$ cat src/rtl/uart_fabric_tx.sv
// 8N1 UART transmitter with a transmit FIFO and CTS flow control.
// A byte is only started while the synchronized clear-to-send input is low.
module uart_fabric_tx #(
   parameter int unsigned BAUD_DIV   = 434,
   parameter int unsigned FIFO_DEPTH = 8
) (
   input  logic                          clk_clk,
   input  logic                          reset_reset,
   input  logic [7:0]                    in_data,
   input  logic                          in_valid,
   output logic                          in_ready,
   input  logic                          cts_n,
   output logic                          txd,
   output logic                          busy,
   output logic [$clog2(FIFO_DEPTH):0]   fifo_level
);

   localparam int unsigned AW = $clog2(FIFO_DEPTH);
   localparam int unsigned LW = AW + 1;
   localparam int unsigned CW = $clog2(BAUD_DIV);

   typedef enum logic [1:0] {IDLE, START, DATA, STOP} state_t;

   logic [7:0]    mem [FIFO_DEPTH];
   logic [AW-1:0] wr_ptr;
   logic [AW-1:0] rd_ptr;
   logic          push;
   logic          pop;
   logic          cts_meta;
   logic          cts_sync;

   state_t        state;
   state_t        state_nx;
   logic [CW-1:0] baud_cnt;
   logic [CW-1:0] baud_cnt_nx;
   logic [2:0]    bit_idx;
   logic [2:0]    bit_idx_nx;
   logic [7:0]    shift;
   logic [7:0]    shift_nx;
   logic          txd_nx;

   assign in_ready = (fifo_level < LW'(FIFO_DEPTH));
   assign push     = in_valid && in_ready;
   assign busy     = (state != IDLE) || (fifo_level != '0);

   // FIFO storage needs no reset; the pointers and level define its contents
   always_ff @(posedge clk_clk) begin
      if (push) begin
         mem[wr_ptr] <= in_data;
      end
   end

   always_ff @(posedge clk_clk or posedge reset_reset) begin
      if (reset_reset) begin
         wr_ptr     <= '0;
         rd_ptr     <= '0;
         fifo_level <= '0;
      end else begin
         if (push) begin
            wr_ptr <= wr_ptr + AW'(1);
         end
         if (pop) begin
            rd_ptr <= rd_ptr + AW'(1);
         end
         case ({push, pop})
            2'b10:   fifo_level <= fifo_level + LW'(1);
            2'b01:   fifo_level <= fifo_level - LW'(1);
            default: fifo_level <= fifo_level;
         endcase
      end
   end

   // Two-flop synchronizer; resets to "not clear to send"
   always_ff @(posedge clk_clk or posedge reset_reset) begin
      if (reset_reset) begin
         cts_meta <= 1'b1;
         cts_sync <= 1'b1;
      end else begin
         cts_meta <= cts_n;
         cts_sync <= cts_meta;
      end
   end

   always_ff @(posedge clk_clk or posedge reset_reset) begin
      if (reset_reset) begin
         state    <= IDLE;
         baud_cnt <= '0;
         bit_idx  <= '0;
         shift    <= '0;
         txd      <= 1'b1;
      end else begin
         state    <= state_nx;
         baud_cnt <= baud_cnt_nx;
         bit_idx  <= bit_idx_nx;
         shift    <= shift_nx;
         txd      <= txd_nx;
      end
   end

   // txd_nx is the line level for the next clock, so txd itself is a flop
   always_comb begin
      state_nx    = state;
      baud_cnt_nx = baud_cnt;
      bit_idx_nx  = bit_idx;
      shift_nx    = shift;
      txd_nx      = txd;
      pop         = 1'b0;
      case (state)
         IDLE: begin
            txd_nx = 1'b1;
            if ((fifo_level != '0) && !cts_sync) begin
               pop         = 1'b1;
               shift_nx    = mem[rd_ptr];
               baud_cnt_nx = CW'(BAUD_DIV - 1);
               txd_nx      = 1'b0;
               state_nx    = START;
            end
         end
         START: begin
            if (baud_cnt == '0) begin
               baud_cnt_nx = CW'(BAUD_DIV - 1);
               bit_idx_nx  = '0;
               txd_nx      = shift[0];
               state_nx    = DATA;
            end else begin
               baud_cnt_nx = baud_cnt - CW'(1);
            end
         end
         DATA: begin
            if (baud_cnt == '0) begin
               baud_cnt_nx = CW'(BAUD_DIV - 1);
               if (bit_idx == 3'd7) begin
                  txd_nx   = 1'b1;
                  state_nx = STOP;
               end else begin
                  bit_idx_nx = bit_idx + 3'd1;
                  shift_nx   = {1'b0, shift[7:1]};
                  txd_nx     = shift[1];
               end
            end else begin
               baud_cnt_nx = baud_cnt - CW'(1);
            end
         end
         STOP: begin
            txd_nx = 1'b1;
            if (baud_cnt == '0) begin
               state_nx = IDLE;
            end else begin
               baud_cnt_nx = baud_cnt - CW'(1);
            end
         end
         default: begin
            state_nx = IDLE;
            txd_nx   = 1'b1;
         end
      endcase
   end

endmodule
$ cat config.mk
export PLATFORM = sky130hd
export DESIGN_NAME = uart_fabric_tx
export DESIGN_NICKNAME = d
export VERILOG_FILES = /design/src/rtl/uart_fabric_tx.sv
export SDC_FILE = /design/constraint.sdc
export NUM_CORES = 1
export LEC_CHECK = 0
export CAP_MARGIN = 5
export CORE_MARGIN = 3
export CORE_UTILIZATION = 65
export DETAILED_ROUTE_END_ITERATION = 6
export PLACE_DENSITY_LB_ADDON = 0.1
export SETUP_SLACK_MARGIN = 0.15
export SYNTH_ARGS = -nofsm -noshare
export SYNTH_HDL_FRONTEND = slang
export SYNTH_SLANG_ARGS = --single-unit
$ cat constraint.sdc
create_clock -name clk_clk -period 5 [get_ports clk_clk]
set_input_delay 1.5 -clock clk_clk [delete_from_list [all_inputs] [get_ports clk_clk]]
set_output_delay 1.5 -clock clk_clk [all_outputs]
set_load 0.02 [all_outputs]
==> results.txt <==
The run finished with clean final reports. The peak supply drop came out at 0.000308 V. The I/O pin total was 19. Setup repair after global routing left no endpoint under its margin.

The capture point of the critical path was busy. From synthesis to final layout, the design area changed by 10.1%. The tools report the worst-case headroom to the max-slew limit as 35.0%.

The internal portion of the total power is 1.30 mW. In this run the standard cell core region covers 6490 um2. The count of buffers added by post-CTS timing repair for setup is 0, and the H-tree depth reported by CTS is 3. Combinational cells account for 15.0% of the total power. The run gives 2.17 ns as the register-to-register setup slack. The clock period minus final worst setup slack was 3.81 ns.

In this run the biggest area consumer among cell types represents 42.9% of the synthesized area. The clock network accounts for 27.9% of the total power. The final hold violation count is 0, and the die height is 89.0 um. Counting every net in the synthesized netlist gives 325.

In the finished design, the share of the clock period the worst path needs comes to 76.2%. The HPWL after detailed placement is 5290 um. The run gives 7920 um2 as the die area.

The initialized floorplan defines 29 standard-cell rows. The total leakage power is 1.85 nW, and the arrival time of data at the critical path endpoint is 2.31 ns. After detailed routing, the average wire length per cell comes to 19.2 um. Walking the worst path, the cells encountered are nor4_1 -> and2_1 -> inv_1 -> clkdlybuf4s50_1. For the total count of max-transition violations in the final report, the log shows 0. During synthesis, Yosys emitted a total of 0 warnings. The worst setup path is captured at a primary output. The detail route stage leaves a number of antenna-violating nets equal to 0.

The tools report the reg-to-reg critical path startpoint as fifo_level[1]. Counting every instance in the synthesized netlist gives 300. Cell type group with the largest total delay on the critical path: simple AND/OR/NAND/NOR gates. Setup total negative slack on the finished layout was measured at 0 ns. Ranked by total cell area, the synthesized netlist is headed by edfxtp_1, dfrtp_1, mux4_2, ha_1, mux2_4.

The logs give 2535 for the number of global-route vias before repair and 33 for the maximum number of pins on one net before global-route repair. The first global-routing pass estimated 13000 um of wire. Largest clock skew in the final design: 0.0109 ns. For this run, the total global-route usage over all layers was measured as 22.5%.

The largest fanout of any net on the critical path is 8, and the number of enable flip-flop cells after synthesis is 64. The number of buffers inserted during clock tree synthesis was 9. The final route contains 2536 vias. The worst setup path is launched from a flip-flop. The iteration-0 DRC count of the detailed router is 194, and the mean area per synthesized cell is 14.9 um2.

The worst hold path belongs to the class reg2reg. In this run the number of cells on the critical path is 4. The worst slack on hold paths was 0.366 ns. The cell with the largest stage delay on the worst path is nor4_1. After detailed routing, the total wire length is 7750 um.

The run gives 0 as the number of antenna violations at the first check in global routing. Distinct cell type count after synthesis: 56. The beginning of the critical path is fifo_level[1]. The top flip-flop cell by instance count after synthesis is edfxtp_1. The total DRC errors in the routed layout was 0. Derived from the worst setup path, the maximum achievable clock frequency is 262 MHz.

The first detailed-routing pass ran for 4 iterations. The mapped cell area is 4480 um2, and the number of max-capacitance violations reported is 0. The path type of the worst setup path was reg2out.

The worst register-to-register path has a depth of 11. On the worst path, the slowest cell contributes a delay of 0.64 ns. The portion of total power attributed to sequential cells is 57.1%.

For the pin with the worst max-slew slack, the measured transition is 0.976 ns. Global routing finished with a remaining overflow of 0. For this design, the CTS-stage hold fixing added 0 buffers. The part of the Yosys area used for sequential elements was 62.6%. Of the cells placed in the final design, the portion with a size suffix greater than 1 is 17.7%. After synthesis, the share of flip-flops with an asynchronous set or reset is 35.4%. The number of register bits inferred by synthesis was 99; the switching power as a share of total power was 28.1%. In the routed layout, each cell is associated on average with a via count of 6.28. In this run the clock root is driven by a clkbuf_8. During placement, the flow inserted port buffers numbering 18.

Net count of the finished layout: 347. Maximum buffer depth of the clock tree: 2. TritonCTS built the clock tree.

The leading area contributor after synthesis is edfxtp_1. The capture point of the worst reg-to-reg path is fifo_level[2]. The global placement routability congestion was 0.791.

The leading cell type by number of instances after synthesis is edfxtp_1. Clock-pin slew was measured on the worst setup and hold paths at 0.10 ns. Ranked by instance count, the synthesized netlist is headed by edfxtp_1, dfrtp_1, nor2_1, mux4_2, o21ai_0. Dividing total power by cell area gives a power density of 366 nW/um2. The power spent charging and discharging nets is 0.507 mW.

After clock tree synthesis, the repair step resized 0 gates. Together, buffers and inverters on the worst path number 2. CTS saw 99 sinks. The clock latency of the later-clocked register in the worst-skew pair was 0.37 ns; the overall die width was 89.0 um. For the initial core utilization, the log shows 68.9%.

The run gives 3.50 ns as the critical path required time. Setup violations remaining at the end of the flow were counted as 0. 0 antenna diodes ended up in the layout.
[cell usage in the layout (no fill, tap or decap), types with 5 or more instances in the layout]
master,synthesis,routed
a21oi_1,13,13
clkbuf_8,0,9
clkdlybuf4s50_1,0,18
dfrtp_1,32,32
edfxtp_1,64,64
ha_1,13,13
inv_1,11,11
mux2_2,5,5
mux2_4,7,7
mux2i_1,9,9
mux4_2,16,16
nand2_1,8,8
nand3_1,6,6
nor2_1,22,22
nor3_1,9,9
o21ai_0,15,15
xnor2_1,5,5
[flip-flops by register name (all words and copies together), names as in the netlist, 2 cells and up]
name	count
bit_idx	3
state	2
wr_ptr	3
mem	64
fifo_level	4
rd_ptr	3
baud_cnt	9
shift	8
[worst register-to-register path: stages (launching register included)]
cell and delay, ns:
dfrtp_1 0.48, nor4_1 0.64, nor2_1 0.18, nand2_1 0.19, inv_1 0.08, ha_1 0.26, xor2_1 0.19, ha_1 0.19
a21oi_1 0.15, xor2_1 0.17, nor2_1 0.06, xor2_1 0.14
[area by class of cell]
class | instances | area [um2]
timing repair buffer | 21 | 203
inverter | 12 | 45.0
sequential | 99 | 2800
clock buffer | 9 | 124
clock inverter | 7 | 81.3
fill | 404 | 1560
multi-input combinational | 179 | 1580
tap | 77 | 96.3
[stage by stage]
| step | cells | instance area (um2) | power, mW | utilization (%) | setup WS [ns] |
|---|---|---|---|---|---|
| final | 404 | 4930 | 1.80 | 75.9 | 1.19 |
| after floorplan | 300 | 4480 | 1.21 | - | 1.87 |
| after global routing | 404 | 4930 | 1.90 | 75.9 | 1.05 |
| after CTS | 404 | 4930 | 1.82 | 75.9 | 1.19 |
| after global placement | 388 | 4730 | 1.31 | 72.8 | 1.31 |
| after detailed placement | 388 | 4730 | 1.32 | 72.8 | 1.27 |
[routing by layer]
layer	track usage (%)	up-vias	wire, um
met1	32.8	1285	3600
met3	4.98	9	320
li1	-	1191	-
met4	7.31	0	102
met5	0	-	0
met2	34.4	51	3730
[cells by family after synthesis]
kind of cell	count (synthesis)	share of synthesized area, %
AND/OR/NAND/NOR	64	7.94
AO/OA/AOI/OAI	55	8.05
flip-flops	99	62.6
XOR/XNOR	9	1.76
buffers and inverters	22	2.12
adder cells (fa/ha/maj)	13	3.63
multiplexers	38	13.9
[power groups by stage]
stage	clock network, mW	registers, mW	logic (mW)
finish	0.503	1.03	0.271
CTS	0.514	1.03	0.274
global route	0.557	1.04	0.300
detailed placement	0	1.05	0.272
floorplan	0	1.05	0.154
global placement	0	1.04	0.265
[worst min path at each step]
stage,depth (start not counted),from,slack [ns],to
floorplan,0,cts_meta,0.35,cts_sync
global placement,0,cts_meta,0.35,cts_sync
detailed placement,0,cts_meta,0.35,cts_sync
CTS,0,cts_meta,0.36,cts_sync
global route,0,cts_meta,0.38,cts_sync
finish,0,cts_meta,0.37,cts_sync
(Power assumes the default switching activity.)
==> variant 1, RTL diff (same settings) <==
`shift` no longer has a reset.
--- a/src/rtl/uart_fabric_tx.sv
+++ b/src/rtl/uart_fabric_tx.sv
@@ -87,5 +87,4 @@
          baud_cnt <= '0;
          bit_idx  <= '0;
-         shift    <= '0;
          txd      <= 1'b1;
       end else begin
@@ -93,7 +92,10 @@
          baud_cnt <= baud_cnt_nx;
          bit_idx  <= bit_idx_nx;
-         shift    <= shift_nx;
          txd      <= txd_nx;
       end
+   end
+
+   always_ff @(posedge clk_clk) begin
+      shift <= shift_nx;
    end
 
Behaviour: same outputs for any inputs over 10 cycles, from zero or initial values and one cycle with reset_reset high; that may be too few to reach the edited logic, so the function may still have changed.
==> variant 1 against the original RTL <==
Core utilization decreased by 1.5 points; sequential cell count unchanged; cell count decreased by 4.5%; wire length decreased by 5.9%; die area decreased by 2.8%; area after synthesis decreased by 3.0%; first-iteration DRC count increased by 35%; largest cell class unchanged; cell area decreased by 3.1%; combinational power decreased by 7.7%; worst setup slack improved by 7.8 ps; highest routed layer unchanged; total power decreased by 2.5%.
==> variant 1: results (changes against the original RTL) <==
[grt]
grt_pass1_vias=2336  ; was 2535
wire_length_of_the_first_global_routing_pass_um=12190  ; was 13030 µm
grt_use_met2_pct=31.03  ; was 34.41%
gr-usage-all-layers_pct=21.73  ; was 22.52%
largest_net_degree_at_the_start_of_global_routing=28  ; was 33
globalRouteMet1Util_pct=32.94  ; was 32.76%

[power]
power_mw=1.759  ; was 1.804 mW
comb_power_share_pct=14.2  ; was 15.0%
p_int_mw=1.280  ; was 1.297 mW
power.ir.vdd_worst_v=0.0003461  ; was 0.0003076 V
static-leakage-power_nw=1.678  ; was 1.852 nW
clock_power_share_pct=27.5  ; was 27.9%

[route]
detail_route.vias_per_cell=6.246  ; was 6.277
wirelength_met1_um=3413  ; was 3603 µm
via_count=2411  ; was 2536
routed_wire_length_on_met3_um=445  ; was 320 µm
met2RoutedLength_um=3392  ; was 3728 µm
first_iter_violations=262  ; was 194
wl_per_cell_um=18.89  ; was 19.19 µm

[place]
dp_slack_ps=1294  ; was 1266 ps
place_area_um2=4587  ; was 4726 µm²
gp_congestion=0.8564  ; was 0.7912
hpwlAfterDp_um=4918  ; was 5291 µm
place_inst=370  ; was 388

[clocking]
clkLatencyLatePin_ps=350  ; was 370 ps

[final_layout]
fin_nets=329  ; was 347
final_layout_size_suffix_gt1_share_pct=15.21  ; was 17.74%
syn2layout_area_growth_pct=10.12  ; was 10.15%

[critical_path]
critical_path_peak_fanout=6  ; was 8
crit_start=fifo_level[0]  ; was fifo_level[1]

[outcome]
status=finished, final reports clean  ; unchanged

[yosys]
synth_area_per_cell_um2=15.34  ; was 14.92 µm²
yosys-top-cells-area=sky130_fd_sc_hd__edfxtp_1, sky130_fd_sc_hd__dfrtp_1, sky130_fd_sc_hd__mux4_2  ; unchanged
number_of_enable_type_register_cells_in_the_synthesized_netlist=72  ; was 64
synth_cell_type_count=45  ; was 56
synth_top_cells_by_count=sky130_fd_sc_hd__edfxtp_1, sky130_fd_sc_hd__dfrtp_1, sky130_fd_sc_hd__nand2_1  ; was sky130_fd_sc_hd__edfxtp_1, sky130_fd_sc_hd__dfrtp_1, sky130_fd_sc_hd__nor2_1
synth_top_cell_area_share_pct=49.81  ; was 42.93%
asyncSetResetFlopFracSynth_pct=27.27  ; was 35.35%

[sta]
final_hold_slack_ps=366.4  ; was 366.1 ps

-- variant 1: cell types whose count changed after synthesis, sizes merged, moves of 5 or more --
cell	change
nor2	-9
mux2	-7
nand3	-5
a21oi	-9
edfxtp	+8
o211ai	+7
nand2	+9
dfrtp	-8
-- variant 1: cell families (layout without fill, tap and decap cells) --
logic type | after synthesis | after routing | share of synthesized area, %
DFF | 99 | 99 | 65.47
and+or+nand+nor | 61 | 61 | 7.207
AOI/OAI and AO/OA | 49 | 49 | 7.610
muxes | 32 | 32 | 12.16
buffers and inverters | 20 | 46 | 1.989
adders and majority gates | 13 | 13 | 3.748
xor gates and xnor gates | 9 | 9 | 1.816
-- variant 1: area by class of cell --
type                            instances  area (µm²)
Tap cell                               77       96.34
Clock inverter                          7       68.82
Sequential cell                        99        2841
Inverter                                9       33.78
Fill cell                             408        1643
Clock buffer                            9       123.9
Timing Repair Buffer                   21       202.7
Multi-Input combinational cell        164        1413
==> variant 2, RTL diff (same settings) <==
Made on the original files. Change the parameter `FIFO_DEPTH` from 8 to 16.
--- a/src/rtl/uart_fabric_tx.sv
+++ b/src/rtl/uart_fabric_tx.sv
@@ -3,5 +3,5 @@
 module uart_fabric_tx #(
    parameter int unsigned BAUD_DIV   = 434,
-   parameter int unsigned FIFO_DEPTH = 8
+   parameter int unsigned FIFO_DEPTH = 16
 ) (
    input  logic                          clk_clk,
Interface: changed (resized fifo_level); port bits go from 19 to 20. The function was not compared with the original's and may differ.
==> variant 2 against the original RTL <==
Area after synthesis rose by 60%; hold slack got worse by 6.6 ps; largest power group unchanged; wire length rose by 83%; cell area rose by 62%; worst setup slack improved by 250 ps; core utilization rose by 0.18 points; synthesized cell count rose by 56%; total power rose by 81%; sequential cell count rose by 67; die area rose by 55%.
==> variant 2: results (changes against the original RTL) <==
[yosys]
synth_top_cells_by_count=sky130_fd_sc_hd__edfxtp_1, sky130_fd_sc_hd__dfrtp_1, sky130_fd_sc_hd__mux2i_1  ; was sky130_fd_sc_hd__edfxtp_1, sky130_fd_sc_hd__dfrtp_1, sky130_fd_sc_hd__nor2_1
synth_cell_type_count=50  ; was 56
asyncSetResetFlopFracSynth_pct=22.89  ; was 35.35%
synth-seq-area-share_pct=67.01  ; was 62.58%

[route]
drt_pre_antenna_iters=5  ; was 4
detail_route.vias_per_cell=6.403  ; was 6.277
wl_per_cell_um=22.32  ; was 19.19 µm

[clocking]
clk_transition_reported_paths_ps=60  ; was 100 ps
clkLatencyLatePin_ps=540  ; was 370 ps

[final_layout]
final.fill_count=597  ; was 404
final_layout_size_suffix_gt1_share_pct=12.42  ; was 17.74%
fin_nets=515  ; was 347
largestRegisters=mem: 128 flops, baud_cnt: 9 flops, shift: 8 flops  ; was mem: 64 flops, baud_cnt: 9 flops, shift: 8 flops

[outcome]
status=finished, final reports clean  ; unchanged

[critical_path]
worst_ep_arrival_time_ps=2060  ; was 2310 ps
critical_path_peak_fanout=9  ; was 8

[place]
place_inst=603  ; was 388
hpwlAfterDp_um=9141  ; was 5291 µm
place_area_um2=7430  ; was 4726 µm²

[power]
static-leakage-power_nw=2.711  ; was 1.852 nW
switch_pwr_mw=0.8141  ; was 0.5075 mW

[grt]
wire_length_of_the_first_global_routing_pass_um=22710  ; was 13030 µm
gr-usage-all-layers_pct=24.69  ; was 22.52%

[sta]
slew_headroom_pct=28.38  ; was 34.96%
final.setup_skew_ps=9.517  ; was 10.85 ps

-- variant 2: layer usage --
metal / share of wire (%) / GRT usage, %
met4: 2.7 / 10.26
met2: 50 / 39.56
met3: 5.7 / 7.642
met1: 41 / 31.60
met5: 0 / 0
-- variant 2: kinds of logic (layout without fill, tap and decap cells) --
kind of cell | count (synthesis) | count (layout) | synth area share (%)
xor+xnor | 12 | 12 | 1.468
simple gates | 90 | 90 | 6.692
mux | 52 | 52 | 10.48
fa+ha+maj | 17 | 17 | 2.970
buf+inv | 33 | 64 | 2.079
flops | 166 | 166 | 67.01
compound gates | 98 | 98 | 9.296
-- variant 2: power by group through the flow --
stage,registers (mW),clock network [mW],logic (mW)
after global routing,1.68,1.33,0.377
after detailed placement,1.70,0,0.342
final,1.67,1.25,0.343
after CTS,1.67,1.26,0.345
after floorplan,1.69,0,0.200
after global placement,1.69,0,0.335
-- variant 2: cell type report --
type	count	share of cell area [%]
Multi-Input combinational cell	269	27.68
Timing Repair Buffer	21	2.566
Clock buffer	17	5.178
Tap cell	136	2.128
Inverter	11	0.5163
Clock inverter	15	1.924
Sequential cell	166	60.01
-- variant 2: worst paths after layout --
path,from,endpoint,slack [ps],cells after the start
setup / recovery,fifo_level[2],busy,1440,3
hold / removal,cts_meta,cts_sync,360,0
setup reg to reg,state[0],fifo_level[4],2160,12
hold reg to reg,cts_meta,cts_sync,360,0
max in group asynchronous,reset_reset,txd,2660,3
min in group asynchronous,reset_reset,baud_cnt[8],1530,2
-- variant 2: critical path: stages (launching register included) --
cell	delay, ps
sky130_fd_sc_hd__dfrtp_1	480
sky130_fd_sc_hd__nor3_1	360
sky130_fd_sc_hd__nand3_1	130
sky130_fd_sc_hd__clkdlybuf4s50_1	560
